--- config.mk ---
export PLATFORM = sky130hd
export DESIGN_NAME = gold_shift_sequencer
export DESIGN_NICKNAME = d
export VERILOG_FILES = /design/src/rtl/gold_shift_sequencer.sv
export SDC_FILE = /design/constraint.sdc
export NUM_CORES = 1
export LEC_CHECK = 0
export ABC_AREA = 1
export CAP_MARGIN = 20
export CELL_PAD_IN_SITES_DETAIL_PLACEMENT = 1
export CELL_PAD_IN_SITES_GLOBAL_PLACEMENT = 2
export CORE_MARGIN = 4
export CORE_UTILIZATION = 36
export DETAILED_ROUTE_END_ITERATION = 10
export PLACE_DENSITY = 0.78
export SYNTH_ARGS = -nofsm -noshare
export SYNTH_HDL_FRONTEND = slang
export SYNTH_SLANG_ARGS = --single-unit
export TNS_END_PERCENT = 100
--- constraint.sdc ---
create_clock -name clkin -period 3.1 [get_ports clkin]
set_input_delay 0.62 -clock clkin [delete_from_list [all_inputs] [get_ports clkin]]
set_output_delay 0.62 -clock clkin [all_outputs]
set_load 0.05 [all_outputs]
--- src/rtl/gold_shift_sequencer.sv ---
// gold_shift_sequencer: emits one AXI-Stream frame of Gold code shift values per period.
//   Optional feature macro: GOLD_SHIFT_OVERRUN_CNT_EN (adds the overrun_cnt output).
//   clkin          : sole clock, rising edge
//   rst            : synchronous active-high reset
//   en             : frame generation enable
//   m_axis_tdata   : shift value (W bits)
//   m_axis_tvalid  : beat valid
//   m_axis_tready  : sink ready
//   m_axis_tlast   : final beat of a frame
//   overrun_cnt    : saturating count of overrun pulses (macro builds only)
//   overrun        : one-cycle pulse when a frame start is dropped
module gold_shift_sequencer #(
    parameter int N          = 63,
    parameter int W          = $clog2(N),
    parameter int NUM_SHIFTS = 11,
    parameter int START      = 0,
    parameter int STEP       = 1,
    parameter int PERIOD     = 100000
) (
    input  logic         clkin,
    input  logic         rst,
    input  logic         en,
    output logic [W-1:0] m_axis_tdata,
    output logic         m_axis_tvalid,
    input  logic         m_axis_tready,
    output logic         m_axis_tlast,
`ifdef GOLD_SHIFT_OVERRUN_CNT_EN
    output logic [15:0]  overrun_cnt,
`endif
    output logic         overrun
);
    localparam int PW = $clog2(PERIOD);

    typedef enum logic {IDLE, SEND} state_t;

    state_t        r_state;
    logic [PW-1:0] r_pcnt;
    logic [W-1:0]  r_idx;
    logic [W-1:0]  r_value;
    logic [W-1:0]  r_tdata;
    logic          r_tvalid;
    logic          r_tlast;
    logic          r_overrun;
    logic          w_req;
    logic          w_hs;
    logic          w_last;
    logic [W:0]    w_sum;
    logic [W-1:0]  w_next;

    assign w_req  = en && r_pcnt == '0;
    assign w_hs   = r_tvalid && m_axis_tready;
    // one extra bit keeps value+STEP from overflowing before the single mod-N subtraction
    assign w_sum  = {1'b0, r_value} + (W+1)'(STEP);
    assign w_next = (w_sum >= (W+1)'(N)) ? W'(w_sum - (W+1)'(N)) : w_sum[W-1:0];
    assign w_last = (r_idx + W'(1)) == W'(NUM_SHIFTS - 1);

    always_ff @(posedge clkin) begin
        if (rst) begin
            r_state   <= IDLE;
            r_pcnt    <= '0;
            r_idx     <= '0;
            r_value   <= W'(START);
            r_tdata   <= '0;
            r_tvalid  <= 1'b0;
            r_tlast   <= 1'b0;
            r_overrun <= 1'b0;
        end else begin
            r_pcnt    <= (!en || r_pcnt == PW'(PERIOD - 1)) ? '0 : r_pcnt + PW'(1);
            // a start request that lands while a frame is still in flight is dropped
            r_overrun <= w_req && r_state == SEND;
            if (r_state == IDLE) begin
                if (w_req) begin
                    r_state  <= SEND;
                    r_idx    <= '0;
                    r_value  <= W'(START);
                    r_tdata  <= W'(START);
                    r_tvalid <= 1'b1;
                    r_tlast  <= NUM_SHIFTS == 1;
                end
            end else if (w_hs) begin
                if (r_tlast) begin
                    r_state  <= IDLE;
                    r_tvalid <= 1'b0;
                    r_tlast  <= 1'b0;
                end else begin
                    r_idx    <= r_idx + W'(1);
                    r_value  <= w_next;
                    r_tdata  <= w_next;
                    r_tlast  <= w_last;
                end
            end
        end
    end

`ifdef GOLD_SHIFT_OVERRUN_CNT_EN
    logic [15:0] r_ovr_cnt;

    always_ff @(posedge clkin) begin
        if (rst)
            r_ovr_cnt <= '0;
        else if (r_overrun && r_ovr_cnt != 16'hFFFF)
            r_ovr_cnt <= r_ovr_cnt + 16'd1;
    end

    assign overrun_cnt = r_ovr_cnt;
`endif

    assign m_axis_tdata  = r_tdata;
    assign m_axis_tvalid = r_tvalid;
    assign m_axis_tlast  = r_tlast;
    assign overrun       = r_overrun;
endmodule
; Word level (Yosys, flattened, before mapping)
; Index checks and enable logic that the tools add are counted.
[word_totals]
reg_bits = 33
inputBits = 4
out_inout_bits = 9
elab_cells = 48
[op_classes]
add_sub_neg = 4
magnitude_cmp = 1
eq_ne = 5
muxes = 20
n_reduce_logical = 11
[op_table]
columns = cell, n
row1 = two-way mux 6 bit, 8
row2 = "adder 17 x 1 -> 17 bit, second input constant", 1
row3 = "== test 17 bit, second input constant", 1
row4 = logical NOT 17 bit, 1
row5 = two-way mux 1 bit, 12
row6 = "adder 6 x 1 -> 7 bit, second input constant", 1
row7 = ">= comparator 7 x 6 -> 1 bit, second input constant", 1
row8 = "adder 6 x 1 -> 6 bit, second input constant", 1
row9 = "== test 6 x 4 -> 1 bit, second input constant", 1
row10 = AND reduction 3 bit, 2
row11 = "subtractor 6 bit, second input constant", 1
row12 = "!= test 2 x 1 -> 1 bit, second input constant", 2
row13 = logical AND 1 bit, 3
row14 = "!= test 2 bit, second input constant", 1
row15 = AND reduction 2 bit, 1
row16 = nonzero test 2 bit, 1
row17 = OR reduction 2 bit, 1
row18 = logical NOT 1 bit, 1
row19 = logical OR 1 bit, 1

; Depth between registers and ports, before layout
; Gate-level depths: netlist of the first run.
[depth]
ltp_word = 6
ltp_mapped = 11
depth_no_buf = 11

; Least setup slack after synthesis of the first run
; No wires, ideal clock.
[synth_timing]
path_kind = flip-flop to flip-flop
start = reg m_axis_tdata[0] (netlist name)
end = reg r_tdata[2] (netlist: m_axis_tdata[2])
setup_ns = 0.070
arrival_ns = 1.921
required_ns = 3.030
setup_slack_ns = 1.108
path_stages_with_launch = 11
period_less_slack_ns = 1.992
path_cell_list = dfxtp_1 > buf_4 > inv_1 > ha_1 > nor3_2 > nand4_2 > nand3_2 > nand2_1 > nand2_1 > nand2_1 > a21oi_1
[synth_rtl]
columns = element, line_no
row1 = end signal: assignment, 76  ; r_tdata <= W'(START);
row2 = end signal: assignment, 88  ; r_tdata <= w_next;
row3 = end: declaration, 40  ; logic [W-1:0] r_tdata;

; Final worst setup path of the first run
[layout_timing]
start = reg r_tdata[0] (netlist: m_axis_tdata[0])
end = out m_axis_tdata[0]
[layout_rtl]
columns = element, line_no
row1 = end: declaration, 23  ; output logic [W-1:0] m_axis_tdata,
; No word-level cell between the ends.

==> results of run 1 <==
final timing paths:
check,slack [ns],cells past startpoint,endpoint
worst min-delay path,0.46,1,r_pcnt[0]
worst max register to register,1.17,9,m_axis_tdata[2]
worst min register to register,0.46,1,r_pcnt[0]
worst max-delay path,0.72,1,m_axis_tdata[0]
metal layers:
metal / global-route usage (%) / vias to the layer above / wire length (µm)
met5: 0 / - / 0
met4: 6.19 / 0 / 71
met3: 3.61 / 6 / 146
met2: 22.8 / 18 / 1770
met1: 21.8 / 734 / 2220
li1: - / 828 / -
where the power goes:
group	switching, µW	leakage [µW]	internal [µW]
Combinational	51.0	0.000441	27.6
Sequential	10.1	0.000267	432
Clock	163	0.0000450	156
flip-flops by register name, summed over array words and instances (netlist names):
name and flops:
m_axis_tlast 1, m_axis_tdata 6, m_axis_tvalid 1, r_idx 6, r_state 1, overrun 1, r_pcnt 17
stage by stage:
step | setup WS [ns] | std cells | hold WS [ns] | total power, µW | area (µm²)
floorplan | 1.11 | 243 | 0.429 | 511 | 1840
global placement | 0.899 | 318 | 0.437 | 532 | 2010
detailed placement | 0.859 | 318 | 0.445 | 532 | 2010
CTS | 0.706 | 326 | 0.462 | 852 | 2090
global route | 0.666 | 326 | 0.479 | 885 | 2090
finish | 0.718 | 326 | 0.455 | 839 | 2090
logic make-up (layout without fill, tap and decap cells):
logic type / count (synthesis) / in the layout / share of synthesized area [%]
AO/OA/AOI/OAI: 35 / 35 / 9.81
XOR/XNOR: 8 / 8 / 3.81
AND/OR/NAND/NOR: 121 / 121 / 37.1
flip-flops: 33 / 33 / 36.0
adder cells (fa/ha/maj): 6 / 6 / 4.09
buffers and inverters: 40 / 56 / 9.26
final cells by class:
cell class	count	area, µm²	area share [%]
multi-input cells	170	1010	48.1
flip-flops and latches	33	661	31.6
inverters	35	133	6.34
repair buffers	13	128	6.10
well taps	67	83.8	4.00
clock buffers	6	72.6	3.47
clock inverters	2	10.0	0.478
cells in the final DEF, fill, tap and decap left out, types with 2 or more instances in the layout:
master / n
a21oi_1: 21
clkbuf_8: 5
clkdlybuf4s50_1: 12
clkinv_1: 3
clkinv_2: 3
dfxtp_1: 33
ha_1: 6
inv_1: 26
inv_2: 5
nand2_1: 44
nand3_1: 13
nand3_2: 4
nand4_1: 12
nand4_2: 2
nor2_1: 22
nor2_2: 2
nor2_4: 3
nor3_1: 2
nor3_2: 6
o21ai_0: 10
o21ai_1: 2
xnor2_1: 4
xor2_1: 4
==> impl_metrics.toml, run 1 <==
[outcome]
result_of_the_run = "completed"

[sta]
tightest_slew_ns = 0.494
timing.slew.headroom_pct = 66.9
grt_setup_unrepaired = "false"
report.final.hold_viol_count = 0
layout_min_cycle_time_ns = 2.38
max_freq_mhz = 420
timing.final.setup_violations = 0
worst_clock_skew_ns = 0.0120
layout_worst_path_cycle_share_pct = 76.8
report.final.slew_viol_count = 0
setup-tns-final_ns = 0

[global_route]
grt_pass1_vias = 1636
global_route_wire_length_before_repair_mm = 7.76
grt_usage_pct = 15.5
final_global_route_overflow_total = 0
antenna_found_initial = 0
grt_max_degree = 14

[critical_path]
crit_required_ns = 2.48
critical_path_class = "register to primary output"
cp.arrival_ns = 1.76
crit_fanout = 10
critPathLaunchType = "register"
cpLargestDelayFamily = "buffers and inverters"
worst_setup_path_end_kind = "primary output"
ordered_list_of_cells_on_the_worst_path = "clkdlybuf4s50_1"
critical_path.max_stage_delay_ns = 0.89
r2r_start = "m_axis_tdata[0]"
worst-path-buf-inv = 1
crit_path_top_delay_cell = "clkdlybuf4s50_1"
worst_setup_path_startpoint = "m_axis_tdata[0]"

[synthesis]
flip_flop_and_latch_count_after_synthesis = 33
synth-edff-count = 0
synthTopCellsByArea = "dfxtp_1 (36%), nand2_1 (9.0%), a21oi_1 (5.7%)"
yosysWarnings = 0
post_synthesis_mean_instance_area_um2 = 7.56
post_synth_inst_count = 243
yosysUniqueCellTypes = 37
synth_top_area_share_pct = 36.0
synthFlopType = "dfxtp_1"
yosys.cell_count.top_type = "nand2_1"
post_synthesis_sequential_area_ratio_pct = 36.0
synth_nets = 253
synth_async_sr_flop_share_pct = 0
yosys-top-cells-count = "nand2_1 (44), dfxtp_1 (33), inv_1 (26)"
syn-cell-area_um2 = 1840
synthDominantAreaCellType = "dfxtp_1"

[cts]
cts_buffer_depth = 2
numCtsBuffers = 5
worst_setup_hold_path_clk_slew_ns = 0.07
cts_post_setup_buffers_inserted = 0
clock-sinks = 33
postCtsHoldBufs = 0
cts-root-buf = "clkbuf_8"
clock_tree.htree_level_count = 2
post_cts.resized_instances = 0
cts_tree = "yes"
clk-insertion-delay-late_ns = 0.29

[power]
power_leakage_uw = 0.000753
total_power_density_per_cell_area_nw_per_um2 = 401
peakVddDrop_v = 0.000199

[die]
die_x_um = 79.4
floorplan.rows = 25
floorplan.die_area_um2 = 6310
die_height_um = 79.4
fp.coreArea_um2 = 4820
initial_core_util_pct = 38.1
boundaryPins = 13

[run]
total_of_max_cap_violations = 0

[routing]
route.antenna.remaining_nets = 0
routed-via-count = 1586
drt-wirelength-per-cell_um = 12.9
post-route-drc-count = 0
count_of_routing_violations_after_the_opening_detailed_route_iteration = 24
drt-pass1-iter-count = 4
routed_wl_mm = 4.21
routed_via_count_divided_by_cell_count = 4.87

[cells_and_area]
final_core_util_pct = 43.5
drive_above_1_share_pct = 14.7
antenna_cells = 0
final_net_count = 268
nFillCells = 629
area_growth_syn_to_layout_pct = 14.0

[placed_design]
gp_congestion = 0.772
dp_hpwl_mm = 3.24
port_buffers = 12

[worst_hold_path]
hp-class = "register to register"
hp-start = "r_pcnt[0]"
Note: power is estimated with default switching activity, not from simulation.
==> run 2, diff against run 1 <==
Settings changed: CORE_UTILIZATION 36 to 34, PLACE_DENSITY 0.78 to 0.74.
Clock period 3.1 ns to 2.2 ns, I/O delays scaled along.
==> run 2 against run 1 <==
Compared with the run above:
- register-to-register slack got worse by 0.74 ns
- cell count rose by 1.5%
- sequential share of layout area fell by 0.41 points
- clock skew fell by 0.010 ns
- critical path depth did not move
- routed wire length rose by 1.5%
- critical endpoint is now m_axis_tdata[1]
==> impl_metrics.toml, run 2 (synthesis gave the netlist of run 1 again) <==
[outcome]
result_of_the_run = "completed"

[die]
die_x_um = 81.5
die_height_um = 81.5
boundaryPins = 13
fp.coreArea_um2 = 5170
initial_core_util_pct = 35.5
floorplan.die_area_um2 = 6640
floorplan.rows = 26

[placed_design]
port_buffers = 12
dp_hpwl_mm = 3.23
gp_congestion = 0.767
placed_cells = 324
post-place-ws_ns = 0.210
dpl_cell_area_um2 = 2030

[sta]
tightest_slew_ns = 0.500
layout_min_cycle_time_ns = 2.07
layout_setup_ws_ns = 0.128
layout_worst_path_cycle_share_pct = 94.2
max_freq_mhz = 483
report.final.hold_viol_count = 0
grt_setup_unrepaired = "false"
timing.final.setup_violations = 0
worst_clock_skew_ns = 0.00160
setup-tns-final_ns = 0
report.final.slew_viol_count = 0
timing.slew.headroom_pct = 66.6

[power]
total_switching_power_uw = 294
p_clk_share_pct = 38.0
power_leakage_uw = 0.000770
power_frac_comb_pct = 10.0
total_power_density_per_cell_area_nw_per_um2 = 562
peakVddDrop_v = 0.000250
seq_power_share_pct = 52.0
swShare_pct = 24.7
total_power_uw = 1190
internal-power_uw = 898

[global_route]
antenna_found_initial = 0
global_route_wire_length_before_repair_mm = 7.45
final_global_route_overflow_total = 0
grt_max_degree = 14
grt_usage_pct = 14.7
grt_pass1_vias = 1584

[cells_and_area]
largest_register_by_flop_count = "r_pcnt"
layout.area.seq_um2 = 661
final_net_count = 271
nFillCells = 648
multiInputGateArea_um2 = 1010
drive_above_1_share_pct = 15.7
layout.cell_area.non_filler_um2 = 2120
final_cell_mix = "nand2_1 (44), dfxtp_1 (33), inv_1 (26), nor2_1 (22), a21oi_1 (21)"
commonest_non_fill_non_tap_cell_in_the_layout = "nand2_1"
area_growth_syn_to_layout_pct = 15.5
antenna_cells = 0
largest_register_ffs = 17
finish.cell_count_without_fillers = 331

[cts]
cts-root-buf = "clkbuf_8"
clock_tree.htree_level_count = 2
post_cts.resized_instances = 0
cts_tree = "yes"
cts_post_setup_buffers_inserted = 0
postCtsHoldBufs = 0
numCtsBuffers = 5
clock-sinks = 33
worst_setup_hold_path_clk_slew_ns = 0.06
cts_buffer_depth = 2
clk-insertion-delay-late_ns = 0.28

[routing]
drt-wirelength-per-cell_um = 12.9
count_of_routing_violations_after_the_opening_detailed_route_iteration = 57
drt-pass1-iter-count = 4
post-route-drc-count = 0
routed-via-count = 1573
routed_wl_mm = 4.28
route.antenna.remaining_nets = 0
routed_via_count_divided_by_cell_count = 4.75

[critical_path]
critical_path.max_stage_delay_ns = 0.87
critPathLaunchType = "register"
crit_required_ns = 1.76
cp.arrival_ns = 1.63
critical_path_class = "register to primary output"
worst_setup_path_end_kind = "primary output"
ordered_list_of_cells_on_the_worst_path = "clkdlybuf4s50_1"
worst-path-buf-inv = 1
crit_fanout = 7
crit_path_top_delay_cell = "clkdlybuf4s50_1"
cpLargestDelayFamily = "buffers and inverters"

[run]
total_of_max_cap_violations = 0

[worst_hold_path]
hp-class = "register to register"
==> run 2: final timing paths <==
check,from,to,slack [ns],cells after the start
setup / recovery,m_axis_tdata[1],m_axis_tdata[1],0.13,1
hold / removal,r_pcnt[0],r_pcnt[0],0.46,1
setup reg to reg,m_axis_tdata[1],m_axis_tdata[2],0.43,11
hold reg to reg,r_pcnt[0],r_pcnt[0],0.46,1
==> run 2: cell type report <==
| cell class | count | area share (%) |
|---|---|---|
| sequential | 33 | 31.2 |
| timing repair buffer | 16 | 6.96 |
| multi-input combinational | 170 | 47.4 |
| inverter | 35 | 6.25 |
| tap | 70 | 4.13 |
| clock buffer | 7 | 4.07 |
==> run 2: power groups by stage <==
stage                     clock [µW]  combinational, µW  sequential [µW]
after CTS                        479                121              620
after detailed placement           0                120              633
after global routing             502                132              622
final                            453                119              620
after floorplan                    0               69.9              650
after global placement             0                119              633
==> run 2: through the flow <==
stage	hold slack [ns]	utilization [%]
after floorplan	0.429	-
after detailed placement	0.451	39.3
after CTS	0.468	41.0
after global placement	0.436	39.3
after global routing	0.480	41.0
final	0.457	41.0
==> run 2: metal layers <==
metal  global-route usage (%)  wire, µm  share of wire [%]  up-vias
li1                         -         -                  -      832
met1                     19.6      2280                 53      718
met2                     22.3      1810                 42       16
met3                     3.40       120                2.8        7
met4                     6.59        65                1.5        0
met5                        0         0                  0        -
